[config.mk]
export PLATFORM = sky130hd
export DESIGN_NAME = ccff_chain_loader
export DESIGN_NICKNAME = d
export VERILOG_FILES = /design/src/rtl/ccff_pkg.sv /design/src/rtl/ccff_word_serializer.sv /design/src/rtl/ccff_chain_loader.sv
export SDC_FILE = /design/constraint.sdc
export NUM_CORES = 1
export LEC_CHECK = 0
export ABC_CLOCK_PERIOD_IN_PS = 3100
export BUFFER_PORTS_ARGS = -buffer_cell sky130_fd_sc_hd__buf_4
export CAP_MARGIN = 20
export CORE_UTILIZATION = 50
export CTS_BUF_LIST = sky130_fd_sc_hd__clkbuf_8
export DETAILED_ROUTE_END_ITERATION = 7
export GPL_TIMING_DRIVEN = 0
export PLACE_DENSITY = 0.75
export SETUP_SLACK_MARGIN = 0.05
export SYNTH_ARGS = -nofsm -noshare
export SYNTH_HDL_FRONTEND = slang
export SYNTH_SLANG_ARGS = --single-unit
[constraint.sdc]
create_clock -name prog_clk -period 3.1 [get_ports prog_clk]
set_input_delay 0.465 -clock prog_clk [delete_from_list [all_inputs] [get_ports prog_clk]]
set_output_delay 0.465 -clock prog_clk [all_outputs]
set_load 0.1 [all_outputs]
[src/rtl/ccff_pkg.sv]
// Shared configuration-chain definitions: loader state encoding and default
// bitstream geometry so tile generators and the loader agree.
package ccff_pkg;

    localparam int unsigned CCFF_WORD_W    = 32;
    localparam int unsigned CCFF_CHAIN_LEN = 1024;

    typedef enum logic [2:0] {
        ST_IDLE,
        ST_LOAD,
        ST_CHECK,
        ST_DONE,
        ST_FAIL
    } ccff_ld_state_t;

endpackage

[src/rtl/ccff_word_serializer.sv]
// MSB-first word serializer; bit_out is a register so it can drive ccff_head
// directly and holds its last value while the serializer is empty.
module ccff_word_serializer
    import ccff_pkg::*;
#(
    parameter int unsigned WORD_W = CCFF_WORD_W
) (
    input  logic              clk,
    input  logic              rst_n,
    input  logic              clear,
    input  logic              load,
    input  logic [WORD_W-1:0] word,
    input  logic              shift,
    output logic              bit_out,
    output logic              empty,
    output logic              last
);

    localparam int unsigned IDX_W = $clog2(WORD_W);

    logic [WORD_W-1:0] word_q, word_d;
    logic [IDX_W-1:0]  idx_q, idx_d;
    logic              empty_q, empty_d;
    logic              bit_q, bit_d;

    // Clear beats load; a load may coincide with the last bit shifting out.
    always_comb begin
        word_d  = word_q;
        idx_d   = idx_q;
        empty_d = empty_q;
        bit_d   = bit_q;
        if (clear) begin
            empty_d = 1'b1;
        end else if (load) begin
            word_d  = word;
            idx_d   = IDX_W'(WORD_W - 1);
            empty_d = 1'b0;
            bit_d   = word[WORD_W-1];
        end else if (shift && !empty_q) begin
            if (idx_q == '0) begin
                empty_d = 1'b1;
            end else begin
                idx_d = idx_q - IDX_W'(1);
                bit_d = word_q[idx_q - IDX_W'(1)];
            end
        end
    end

    always_ff @(posedge clk or negedge rst_n) begin
        if (!rst_n) begin
            word_q  <= '0;
            idx_q   <= '0;
            empty_q <= 1'b1;
            bit_q   <= 1'b0;
        end else begin
            word_q  <= word_d;
            idx_q   <= idx_d;
            empty_q <= empty_d;
            bit_q   <= bit_d;
        end
    end

    assign bit_out = bit_q;
    assign empty   = empty_q;
    assign last    = !empty_q && (idx_q == '0);

endmodule

[src/rtl/ccff_chain_loader.sv]
// Configuration-chain loader: streams bitstream words into ccff_head, gates
// the chain clock on underrun and checks the first bit arrives at ccff_tail.
module ccff_chain_loader
    import ccff_pkg::*;
#(
    parameter int unsigned WORD_W    = CCFF_WORD_W,
    parameter int unsigned CHAIN_LEN = CCFF_CHAIN_LEN
) (
    input  logic              prog_clk,
    input  logic              pReset_n,
    input  logic              start,
    input  logic              abort,
    input  logic [WORD_W-1:0] bs_data,
    input  logic              bs_valid,
    output logic              bs_ready,
    output logic              ccff_head,
    input  logic              ccff_tail,
    output logic              prog_clk_en,
    output logic              config_enable,
    output logic              busy,
    output logic              done,
    output logic              fail
);

    localparam int unsigned     CNT_W    = $clog2(CHAIN_LEN + 1);
    localparam logic [CNT_W-1:0] CNT_MAX  = CNT_W'(CHAIN_LEN);
    localparam logic [CNT_W-1:0] CNT_LAST = CNT_W'(CHAIN_LEN - 1);

    ccff_ld_state_t   state_q, state_d;
    logic [CNT_W-1:0] cnt_q, cnt_d;
    logic             first_bit_q, first_bit_d;
    logic             prog_clk_en_q, prog_clk_en_d;
    logic             config_enable_q, config_enable_d;
    logic             busy_q, busy_d;
    logic             done_q, done_d;
    logic             fail_q, fail_d;

    logic             shift;
    logic             ser_clear;
    logic             ser_load;
    logic             ser_bit;
    logic             ser_empty;
    logic             ser_last;
    logic             ser_busy_next;

    // The registered enable is the single source of truth for a chain shift.
    assign shift = prog_clk_en_q;

    ccff_word_serializer #(
        .WORD_W (WORD_W)
    ) u_ser (
        .clk     (prog_clk),
        .rst_n   (pReset_n),
        .clear   (ser_clear),
        .load    (ser_load),
        .word    (bs_data),
        .shift   (shift),
        .bit_out (ser_bit),
        .empty   (ser_empty),
        .last    (ser_last)
    );

    always_comb begin
        state_d       = state_q;
        cnt_d         = cnt_q;
        first_bit_d   = first_bit_q;
        bs_ready      = 1'b0;
        ser_clear     = 1'b0;
        ser_load      = 1'b0;
        ser_busy_next = 1'b0;

        // No word is taken in the cycle that completes the chain.
        if ((state_q == ST_LOAD) && !(shift && (cnt_q == CNT_LAST))) begin
            bs_ready = ser_empty || (ser_last && shift);
        end

        if (shift) begin
            if (cnt_q != CNT_MAX) begin
                cnt_d = cnt_q + CNT_W'(1);
            end
            if (cnt_q == '0) begin
                first_bit_d = ser_bit;
            end
        end

        case (state_q)
            ST_IDLE, ST_DONE, ST_FAIL: begin
                if (start) begin
                    state_d   = ST_LOAD;
                    cnt_d     = '0;
                    ser_clear = 1'b1;
                end
            end
            ST_LOAD: begin
                if (shift && (cnt_q == CNT_LAST)) begin
                    state_d = ST_CHECK;
                end
            end
            ST_CHECK: begin
                state_d = (ccff_tail == first_bit_q) ? ST_DONE : ST_FAIL;
            end
            default: begin
                state_d = ST_IDLE;
            end
        endcase

        if (abort) begin
            state_d   = ST_IDLE;
            cnt_d     = '0;
            ser_clear = 1'b1;
        end

        ser_load      = bs_valid && bs_ready && !ser_clear;
        ser_busy_next = !ser_clear && (ser_load || (!ser_empty && !(shift && ser_last)));

        prog_clk_en_d   = (state_d == ST_LOAD) && ser_busy_next;
        config_enable_d = (state_d == ST_LOAD);
        busy_d          = (state_d == ST_LOAD) || (state_d == ST_CHECK);
        done_d          = (state_d == ST_DONE);
        fail_d          = (state_d == ST_FAIL);
    end

    always_ff @(posedge prog_clk or negedge pReset_n) begin
        if (!pReset_n) begin
            state_q         <= ST_IDLE;
            cnt_q           <= '0;
            first_bit_q     <= 1'b0;
            prog_clk_en_q   <= 1'b0;
            config_enable_q <= 1'b0;
            busy_q          <= 1'b0;
            done_q          <= 1'b0;
            fail_q          <= 1'b0;
        end else begin
            state_q         <= state_d;
            cnt_q           <= cnt_d;
            first_bit_q     <= first_bit_d;
            prog_clk_en_q   <= prog_clk_en_d;
            config_enable_q <= config_enable_d;
            busy_q          <= busy_d;
            done_q          <= done_d;
            fail_q          <= fail_d;
        end
    end

    assign ccff_head     = ser_bit;
    assign prog_clk_en   = prog_clk_en_q;
    assign config_enable = config_enable_q;
    assign busy          = busy_q;
    assign done          = done_q;
    assign fail          = fail_q;

endmodule

==> results.py, run 1 <==
metrics = {
    "sta": {
        "hold_slack_ps": 187.3,
        "skew_ps": 8.585,
        "setup_viol": 0,
        "report.final.slew_viol_count": 0,
        "setup_slack_ps": 423.6,
        "maxSlewHeadroom": 0.5061,
        "post-route-min-period_ps": 2676,
        "worst_slew_pin_slew_ps": 740.8,
        "rsz0062_at_grt": "false",
        "min_period_over_period": 0.8634,
        "max_freq_mhz": 373.6,
        "tns_ps": 0,
        "finalHoldViolations": 0,
    },
    "global_route": {
        "antenna_found_initial": 0,
        "overflow": 0,
        "grt_pass1_wl_um": 10420,
        "track_usage": 0.2151,
        "grt_max_degree": 60,
        "grt_pass1_vias": 2311,
    },
    "routing": {
        "wirelength_um": 6155,
        "drtIter0Drc": 191,
        "viasPerCell": 5.231,
        "drc": 0,
        "drtPass1Iterations": 4,
        "wl_per_cell_um": 13.68,
        "vias": 2354,
        "ant_nets": 0,
    },
    "worst_setup_path": {
        "required_ps": 3310,
        "crit_arrival_ps": 2890,
        "cp-start-kind": "flip-flop",
        "critPathKind": "flip-flop to flip-flop",
        "cp_cell_sequence": "buf_6 > inv_1 > ha_1 > clkbuf_1 > mux4_1 > mux2_2 > o31ai_1 > a311o_1 > nand3_1",
        "cp_max_fo": 10,
        "worst-path-buf-inv": 3,
        "end_kind": "flip-flop",
        "max_stage_delay_ps": 460,
        "cpMaxStageDelayCell": "dfrtp_1",
        "path_delay_family": "buffers and inverters",
    },
    "logic_synthesis": {
        "post-synth-top-area-cell": "dfrtp_1",
        "syn_area_per_cell_um2": 9.732,
        "synth-main-ff-cell": "dfrtp_1",
        "ys_seq_elements": 59,
        "seq_area_frac_synth": 0.4805,
        "synth_area_um2": 3075,
        "async_flop_share": 1.000,
        "netlist.area_leader.share": 0.4719,
        "synth-edff-count": 0,
        "synth_cells": 316,
        "ys_warn_count": 0,
        "synthTopCellsByArea": "dfrtp_1, nand2_1, mux4_1",
        "syn_nets": 358,
        "yosysUniqueCellTypes": 44,
    },
    "power": {
        "comb_power_share": 0.249,
        "ir_worst_vdd_v": 0.0003428,
        "internal_power_mw": 1.453,
        "p_leak_nw": 1.836,
        "fin_total_pwr_mw": 2.096,
        "power_frac_seq": 0.474,
        "p_switching_uw": 643.7,
        "p_sw_frac": 0.3071,
        "power.density_nw_per_um2": 572.8,
        "clockPowerShare": 0.277,
    },
    "cts": {
        "root_buffer": "clkbuf_8",
        "postCtsHoldBufs": 0,
        "cts_max_path_buffers": 2,
        "clkTransAtPathRegs_ps": 70,
        "cts_resized": 0,
        "clkLatencyLatePin_ps": 330,
        "cts_buffers": 9,
        "clock-sinks": 59,
        "htree_levels": 3,
        "post_cts_buffers": 0,
        "cts_tree": "built",
    },
    "final_layout": {
        "final-seq-area_um2": 1478,
        "finalInstanceArea_um2": 3660,
        "diodes": 0,
        "final_util": 0.6181,
        "multi_input_area_um2": 1458,
        "nFillCells": 513,
        "syn_to_final_growth_pct": 19.00,
        "nNetsFinal": 413,
        "layout-drive-gt1-share": 0.2320,
        "layoutNonFillerInstCount": 450,
    },
    "place": {
        "hpwl_um": 4297,
        "dp.cells": 435,
        "numPortBuffers": 44,
        "dp_slack_ps": 457.8,
        "place_area_um2": 3500,
        "gp_congestion": 0.8433,
    },
    "die": {
        "row_count": 28,
        "core_um2": 5921,
        "fp.dieArea_um2": 6468,
        "dieHeight_um": 80.43,
        "fp.dieW_um": 80.43,
        "ios": 45,
        "initial_core_util": 0.5194,
    },
    "worst_hold_path": {
        "hp-class": "primary input to async pin",
    },
    "flow_run": {
        "drv_cap": 0,
    },
    "status": {
        "status": "finished, final reports clean",
    },
}
-- sequential cells by signal (all words and copies together) (netlist names) --
signal / flops
u_ser.word_q: 32
u_ser.idx_q: 5
config_enable: 1
done: 1
fail: 1
busy: 1
first_bit_q: 1
state_q: 3
u_ser.bit_out: 1
u_ser.empty: 1
prog_clk_en: 1
cnt_q: 11
-- power by group through the flow --
stage               logic (mW)  registers [mW]  clock network [mW]
global route             0.579            1.01               0.636
global placement         0.507           0.999                   0
finish                   0.521           0.994               0.582
CTS                      0.527           0.993               0.595
detailed placement       0.521            1.01                   0
floorplan                0.342            1.03                   0
-- worst register-to-register path: stages (launching register included) --
cell	delay, ps
dfrtp_1	460
buf_6	200
inv_1	90
ha_1	280
clkbuf_1	410
mux4_1	380
mux2_2	290
o31ai_1	210
a311o_1	170
nand3_1	70
-- layer usage --
metal  up-vias  part of all wire  routed length (um)  GRT usage
li1       1173                 -                   -          -
met1      1140              0.47                2908     0.2971
met2        33              0.48                2970     0.3364
met4         0             0.014                  85    0.08214
met5         -                 0                   0          0
met3         8             0.031                 191    0.03864
-- layout by cell type (no fill, tap or decap), types with 7 or more instances in the layout --
| cell | n |
|---|---|
| nand2_1 | 105 |
| dfrtp_1 | 58 |
| buf_4 | 44 |
| nor2_1 | 22 |
| xor2_1 | 10 |
| a21oi_1 | 10 |
| clkbuf_8 | 10 |
| inv_1 | 8 |
| mux4_1 | 8 |
| buf_2 | 7 |
| nor3_1 | 7 |
-- cell usage after synthesis (5+ instances only) --
master and n:
nand2b_1 6, nor2_1 22, mux4_1 8, nand2_1 105, a21oi_1 10, dfrtp_1 58
xnor2_1 5, nor3_1 7, nand3_1 5, xor2_1 10, and3_1 5, buf_6 6
nand4_1 5, inv_1 6, buf_2 7
-- area by class of cell --
class,count,area share
sequential,59,0.4038
multi-input combinational,234,0.3983
timing repair buffer,44,0.09026
clock buffer,10,0.03761
buffer,16,0.03111
tap,75,0.02564
inverter,7,0.007179
clock inverter,5,0.006154
-- logic make-up (layout without fill, tap and decap cells) --
family	after synthesis	count (layout)	share of synthesized area
adders and majority gates	4	4	0.01627
xor gates and xnor gates	15	15	0.04272
AOI/OAI and AO/OA	26	26	0.05452
buffers and inverters	23	82	0.04556
DFF	59	59	0.4805
and+or+nand+nor	175	175	0.2714
muxes	14	14	0.08910
-- final timing paths --
check / from / end / slack (ps) / cells past startpoint
max reg2reg: u_ser.idx_q[0] / u_ser.bit_out / 420 / 9
min in group prog_clk: bs_data[12] / u_ser.word_q[12] / 320 / 3
min reg2reg: u_ser.word_q[10] / u_ser.word_q[10] / 470 / 2
max in group asynchronous: pReset_n / state_q[2] / 2410 / 1
min: pReset_n / u_ser.word_q[12] / 190 / 1
max: u_ser.idx_q[0] / u_ser.bit_out / 420 / 9
Note: power is estimated with default switching activity, not from simulation.
==> run 2: changes to the inputs <==
--- a/config.mk
+++ b/config.mk
@@ -5,6 +5,7 @@
 export SDC_FILE = /design/constraint.sdc
 export NUM_CORES = 1
 export LEC_CHECK = 0
+export ABC_AREA = 1
 export ABC_CLOCK_PERIOD_IN_PS = 3100
 export BUFFER_PORTS_ARGS = -buffer_cell sky130_fd_sc_hd__buf_4
 export CAP_MARGIN = 20
==> run 2 against run 1 <==
Net effect: critical path type is now flip-flop to output pin; critical path depth stayed put; worst hold slack worse by 14 ps; clock power is 23% higher; sequential share of layout area is 1.8 points lower; clock skew is 1.0 ps higher; power is 11% higher; global-route usage is 1.6 points higher; fmax is 0.54% lower; clock-buffer cell count stayed put; combinational power is 22% higher.
==> results.py, run 2 <==
metrics = {
    "sta": {
        "skew_ps": 9.630,
        "post-route-min-period_ps": 2691,
        "finalHoldViolations": 0,
        "rsz0062_at_grt": "false",
        "min_period_over_period": 0.8681,
        "setup_viol": 0,
        "tns_ps": 0,
        "maxSlewHeadroom": 0.5125,
        "worst_slew_pin_slew_ps": 731.2,
        "report.final.slew_viol_count": 0,
        "max_freq_mhz": 371.6,
    },
    "die": {
        "ios": 45,
        "initial_core_util": 0.5281,
        "fp.dieArea_um2": 6725,
        "dieHeight_um": 82.01,
        "core_um2": 6061,
        "row_count": 28,
        "fp.dieW_um": 82.01,
    },
    "worst_setup_path": {
        "crit_arrival_ps": 2230,
        "r2r_start": "u_ser.idx_q[0]",
        "cp-startpoint": "u_ser.idx_q[0]",
        "cp_max_fo": 11,
        "end_kind": "output pin",
        "required_ps": 2630,
        "cp-start-kind": "flip-flop",
        "ff2ff_setup_slack_ps": 550,
        "critPathKind": "flip-flop to output pin",
        "timing.rr.end": "u_ser.bit_out",
        "crit_path_end": "bs_ready",
        "rr_worst_depth": 16,
    },
    "final_layout": {
        "layoutNonFillerInstCount": 524,
        "layout-drive-gt1-share": 0.2584,
        "final_common_cell": "nand2_1",
        "largestRegisters": "u_ser.word_q x32, cnt_q x11, u_ser.idx_q x5",
        "nNetsFinal": 486,
        "final_cell_mix": "nand2_1, inv_1, dfrtp_1",
        "syn_to_final_growth_pct": 19.62,
        "diodes": 0,
        "largest_reg_flops": 32,
        "regMostFlops": "u_ser.word_q",
    },
    "place": {
        "hpwl_um": 4789,
        "dp.cells": 508,
        "numPortBuffers": 44,
        "gp_congestion": 0.8448,
    },
    "logic_synthesis": {
        "syn_area_per_cell_um2": 8.228,
        "netlist.area_leader.share": 0.4535,
        "yosysUniqueCellTypes": 31,
        "synth-edff-count": 0,
        "ys_seq_elements": 59,
        "synth.most_common_cell": "nand2_1",
        "ys_warn_count": 0,
        "post-synth-top-area-cell": "dfrtp_1",
        "syn_nets": 431,
        "synth-main-ff-cell": "dfrtp_1",
        "seq_area_frac_synth": 0.4617,
        "synth_cells": 389,
        "synthTopCellsByArea": "dfrtp_1, nand2_1, o21ai_2",
        "synth_top_cells_by_count": "nand2_1, inv_1, dfrtp_1",
        "synth_area_um2": 3201,
        "async_flop_share": 1.000,
    },
    "power": {
        "comb_power_share": 0.273,
        "internal_power_mw": 1.556,
        "p_leak_nw": 1.886,
        "clockPowerShare": 0.306,
        "p_sw_frac": 0.3328,
        "p_switching_uw": 776.3,
        "power.density_nw_per_um2": 609.2,
        "ir_worst_vdd_v": 0.0003904,
        "power_frac_seq": 0.421,
    },
    "cts": {
        "clkTransAtPathRegs_ps": 70,
        "cts_buffers": 9,
        "cts_tree": "built",
        "clock-sinks": 59,
        "htree_levels": 3,
        "cts_max_path_buffers": 2,
        "root_buffer": "clkbuf_8",
        "post_cts_buffers": 0,
        "clkLatencyLatePin_ps": 350,
    },
    "global_route": {
        "track_usage": 0.2316,
        "overflow": 0,
        "antenna_found_initial": 0,
        "grt_pass1_vias": 2525,
        "grt_max_degree": 60,
        "grt_pass1_wl_um": 11520,
    },
    "routing": {
        "wirelength_um": 6752,
        "viasPerCell": 5.025,
        "drtPass1Iterations": 4,
        "drtIter0Drc": 113,
        "drc": 0,
        "ant_nets": 0,
        "vias": 2633,
        "wl_per_cell_um": 12.89,
    },
    "worst_hold_path": {
        "hp-class": "primary input to async pin",
    },
    "status": {
        "status": "finished, final reports clean",
    },
    "flow_run": {
        "drv_cap": 0,
    },
}
[run 2: cell count changes in the layout (fill, tap and decap cells not counted), moves of 6 or more]
cell | before | now
o21ai_0 | 4 | 11
nor3_1 | 7 | 0
mux4_1 | 8 | 0
nand2b_1 | 6 | 0
nand3_1 | 5 | 37
nor2_1 | 22 | 29
inv_1 | 8 | 62
o21ai_2 | 0 | 29
[run 2: timing repair]
| item | in CTS | in global routing |
|---|---|---|
| gates resized for setup | 0 | 2 |
| hold endpoints to repair | 0 | 0 |
| setup endpoints to repair | 0 | 1 |
| hold buffers | 0 | 0 |
[run 2: critical path: stages, from the launching register on]
cell and delay, ps:
dfrtp_1 360, buf_2 170, inv_1 90, clkbuf_2 250, ha_1 190, nand3_1 130, o21bai_2 170, nand3_2 140
inv_1 80, buf_4 280
[run 2: area by class of cell]
type	count	area (um2)
Clock inverter	6	65.06
Inverter	65	257.7
Buffer	12	102.6
Fill cell	554	2232
Tap cell	75	93.84
Sequential cell	59	1478
Clock buffer	10	137.6
Multi-Input combinational cell	253	1364
Timing Repair Buffer	44	330.3
[run 2: kinds of logic after synthesis]
kind of cell               after synthesis  synth area share
and+or+nand+nor                        180            0.2443
buffers and inverters                   77            0.1122
DFF                                     59            0.4617
AOI/OAI and AO/OA                       58            0.1353
xor gates and xnor gates                10           0.02737
adders and majority gates                4           0.01564
muxes                                    1          0.003518
[run 2: stage by stage]
stage	cell area (um2)	hold WS, ps	util	power (mW)	setup slack [ps]
3_3_place_gp	3625	502.2	0.5981	1.606	483.9
6_report	3829	173.2	0.6317	2.332	409.0
2_1_floorplan	3201	169.4	-	1.457	527.1
5_1_grt	3829	251.8	0.6317	2.467	245.9
3_5_place_dp	3625	506.2	0.5981	1.628	454.4
4_1_cts	3827	210.4	0.6315	2.335	208.3
[run 2: worst min path at each step]
stage | start | end | slack, ps | depth (start not counted)
after detailed placement | u_ser.word_q[0] | u_ser.word_q[0] | 510 | 2
final | pReset_n | cnt_q[3] | 170 | 1
after global placement | u_ser.word_q[1] | u_ser.word_q[1] | 500 | 2
after CTS | pReset_n | fail | 210 | 1
after global routing | pReset_n | cnt_q[5] | 250 | 1
after floorplan | pReset_n | busy | 170 | 0
[run 2: metal layers]
metal  global-route usage  part of all wire  up-vias
li1                     -                 -     1334
met3              0.04333             0.037        9
met4              0.08421             0.015        0
met1               0.3167              0.47     1247
met2               0.3653              0.48       43
met5                    0                 0        -
[run 2: power groups by stage]
| stage | logic [mW] | clock network, mW | registers, mW |
|---|---|---|---|
| 2_1_floorplan | 0.414 | 0 | 1.04 |
| 3_3_place_gp | 0.619 | 0 | 0.988 |
| 3_5_place_dp | 0.634 | 0 | 0.994 |
| 4_1_cts | 0.641 | 0.713 | 0.981 |
| 5_1_grt | 0.717 | 0.753 | 0.998 |
| 6_report | 0.637 | 0.714 | 0.981 |
==> run 3: changes to the inputs <==
--- a/config.mk
+++ b/config.mk
@@ -7,13 +7,13 @@
 export LEC_CHECK = 0
 export ABC_AREA = 1
 export ABC_CLOCK_PERIOD_IN_PS = 3100
-export BUFFER_PORTS_ARGS = -buffer_cell sky130_fd_sc_hd__buf_4
 export CAP_MARGIN = 20
 export CORE_UTILIZATION = 50
 export CTS_BUF_LIST = sky130_fd_sc_hd__clkbuf_8
 export DETAILED_ROUTE_END_ITERATION = 7
+export DONT_BUFFER_PORTS = 1
 export GPL_TIMING_DRIVEN = 0
-export PLACE_DENSITY = 0.75
+export PLACE_DENSITY = 0.69
 export SETUP_SLACK_MARGIN = 0.05
 export SYNTH_ARGS = -nofsm -noshare
 export SYNTH_HDL_FRONTEND = slang
==> run 3 against run 2 <==
Net effect: sequential share of layout area up 3.6 points; clock-buffer cell count up 1; non-clock buffer count down 43; final cell count down 8.2%; fmax down 4.5%; worst hold slack better by 10 ps; sequential power up 6%; global-route usage down 0.92 points; clock power down 15%; flip-flop and latch count unchanged; wire length down 6.7%; first-iteration DRC count up 22%; largest cell class unchanged; largest power group unchanged.
==> results.py, run 3 (synthesis results as in run 2) <==
metrics = {
    "status": {
        "status": "finished, final reports clean",
    },
    "worst_setup_path": {
        "crit_arrival_ps": 2350,
        "r2r_start": "u_ser.idx_q[0]",
        "ff2ff_setup_slack_ps": 650,
        "required_ps": 2630,
        "rr_worst_depth": 9,
        "cp-start-kind": "flip-flop",
        "critPathKind": "flip-flop to output pin",
        "timing.rr.end": "u_ser.word_q[31]",
        "cp_max_fo": 9,
        "end_kind": "output pin",
    },
    "global_route": {
        "grt_pass1_wl_um": 11040,
        "grt_max_degree": 60,
        "overflow": 0,
        "antenna_found_initial": 0,
        "track_usage": 0.2223,
        "grt_pass1_vias": 2415,
    },
    "flow_run": {
        "drv_cap": 0,
    },
    "die": {
        "ios": 45,
        "initial_core_util": 0.5281,
        "row_count": 28,
        "core_um2": 6061,
        "fp.dieW_um": 82.01,
        "fp.dieArea_um2": 6725,
        "dieHeight_um": 82.01,
    },
    "final_layout": {
        "largest_reg_flops": 32,
        "layout-drive-gt1-share": 0.1700,
        "final_common_cell": "nand2_1",
        "diodes": 0,
        "nNetsFinal": 443,
        "regMostFlops": "u_ser.word_q",
        "layoutNonFillerInstCount": 481,
        "nFillCells": 546,
        "syn_to_final_growth_pct": 9.461,
        "largestRegisters": "u_ser.word_q x32, cnt_q x11, u_ser.idx_q x5",
        "final_cell_mix": "nand2_1, inv_1, dfrtp_1",
        "final_util": 0.5780,
    },
    "cts": {
        "clock-sinks": 59,
        "clkLatencyLatePin_ps": 340,
        "clkTransAtPathRegs_ps": 70,
        "cts_buffers": 9,
        "cts_tree": "built",
        "post_cts_buffers": 0,
        "cts_max_path_buffers": 2,
        "htree_levels": 3,
        "root_buffer": "clkbuf_8",
    },
    "routing": {
        "vias": 2444,
        "ant_nets": 0,
        "wl_per_cell_um": 13.10,
        "wirelength_um": 6299,
        "drc": 0,
        "viasPerCell": 5.081,
        "drtPass1Iterations": 4,
        "drtIter0Drc": 138,
    },
    "sta": {
        "maxSlewHeadroom": 0.3644,
        "min_period_over_period": 0.9093,
        "rsz0062_at_grt": "false",
        "setup_viol": 0,
        "tns_ps": 0,
        "worst_slew_pin_slew_ps": 953.4,
        "post-route-min-period_ps": 2819,
        "report.final.slew_viol_count": 0,
        "skew_ps": 11.60,
        "max_freq_mhz": 354.7,
        "finalHoldViolations": 0,
    },
    "worst_hold_path": {
        "worstHoldPathCells": 1,
        "hp-class": "primary input to flip-flop",
        "worstHoldStart": "abort",
        "min_delay_worst_endpoint": "cnt_q[4]",
    },
    "place": {
        "hpwl_um": 4565,
        "dp.cells": 464,
        "numPortBuffers": 0,
        "gp_congestion": 0.7984,
    },
    "power": {
        "ir_worst_vdd_v": 0.0003111,
        "p_leak_nw": 1.689,
        "power.density_nw_per_um2": 618.4,
        "fin_total_pwr_mw": 2.167,
    },
}
==> run 3: cell count changes in the layout (fill, tap and decap cells not counted) <==
cell | before | now
buf_16 | 0 | 1
buf_4 | 44 | 0
inv_1 | 62 | 66
clkbuf_2 | 1 | 0
clkbuf_8 | 10 | 11
dfrtp_1 | 58 | 57
clkinv_2 | 2 | 1
dfrtp_2 | 0 | 1
clkinvlp_4 | 4 | 1
bufinv_16 | 1 | 0
dlygate4sd3_1 | 0 | 1
==> run 3: worst max path at each step <==
| stage | start | to | slack (ps) | cells past startpoint |
|---|---|---|---|---|
| floorplan | prog_clk_en | bs_ready | 530 | 5 |
| global placement | u_ser.idx_q[0] | bs_ready | 310 | 8 |
| detailed placement | u_ser.idx_q[0] | bs_ready | 300 | 8 |
| CTS | u_ser.idx_q[0] | bs_ready | 170 | 8 |
| global route | prog_clk_en | bs_ready | 130 | 8 |
| finish | prog_clk_en | bs_ready | 280 | 8 |
==> run 3: final cells by class <==
class,instances,area (um2),area share
sequential,59,1479,0.4221
multi-input combinational,253,1364,0.3893
inverter,65,261.5,0.07464
clock buffer,11,151.4,0.04321
buffer,11,97.59,0.02786
tap,75,93.84,0.02679
timing repair buffer,2,37.54,0.01071
clock inverter,5,18.77,0.005357
==> run 3: where the power goes <==
part           switching (mW)  internal (mW)
Sequential              0.118          0.926
Clock                   0.286          0.319
Combinational           0.317          0.201
Total                   0.720           1.45
==> run 3: worst max-delay path, stage by stage (launching register included) <==
cell        delay (ps)
dfrtp_2            680
buf_6              230
clkinv_8            70
nor2_2             110
nand2_2             80
nor2_1             140
nand2_1            120
nand3_2            150
clkinvlp_4         440
==> run 3: layer usage <==
layer	up-vias	GRT usage	wire length, um
li1	1258	-	-
met1	1132	0.3099	2987
met2	41	0.3289	2885
met3	13	0.05889	301
met4	0	0.08421	124
met5	-	0	0
==> run 3: what timing repair did <==
item / in CTS / in global routing
endpoints found under the hold margin: 59 / 0
hold buffers: 2 / 0
setup endpoints to repair: 1 / 1
resized for setup: 2 / 0
==> run 3: stage by stage <==
stage          setup slack (ps)  instance area [um2]  hold WS, ps
6_report                  281.1                 3503        183.4
5_1_grt                   127.2                 3503        169.6
4_1_cts                   166.4                 3507        171.2
3_5_place_dp              299.2                 3294        170.8
3_3_place_gp              306.9                 3294        170.7
2_1_floorplan             527.1                 3201        169.4
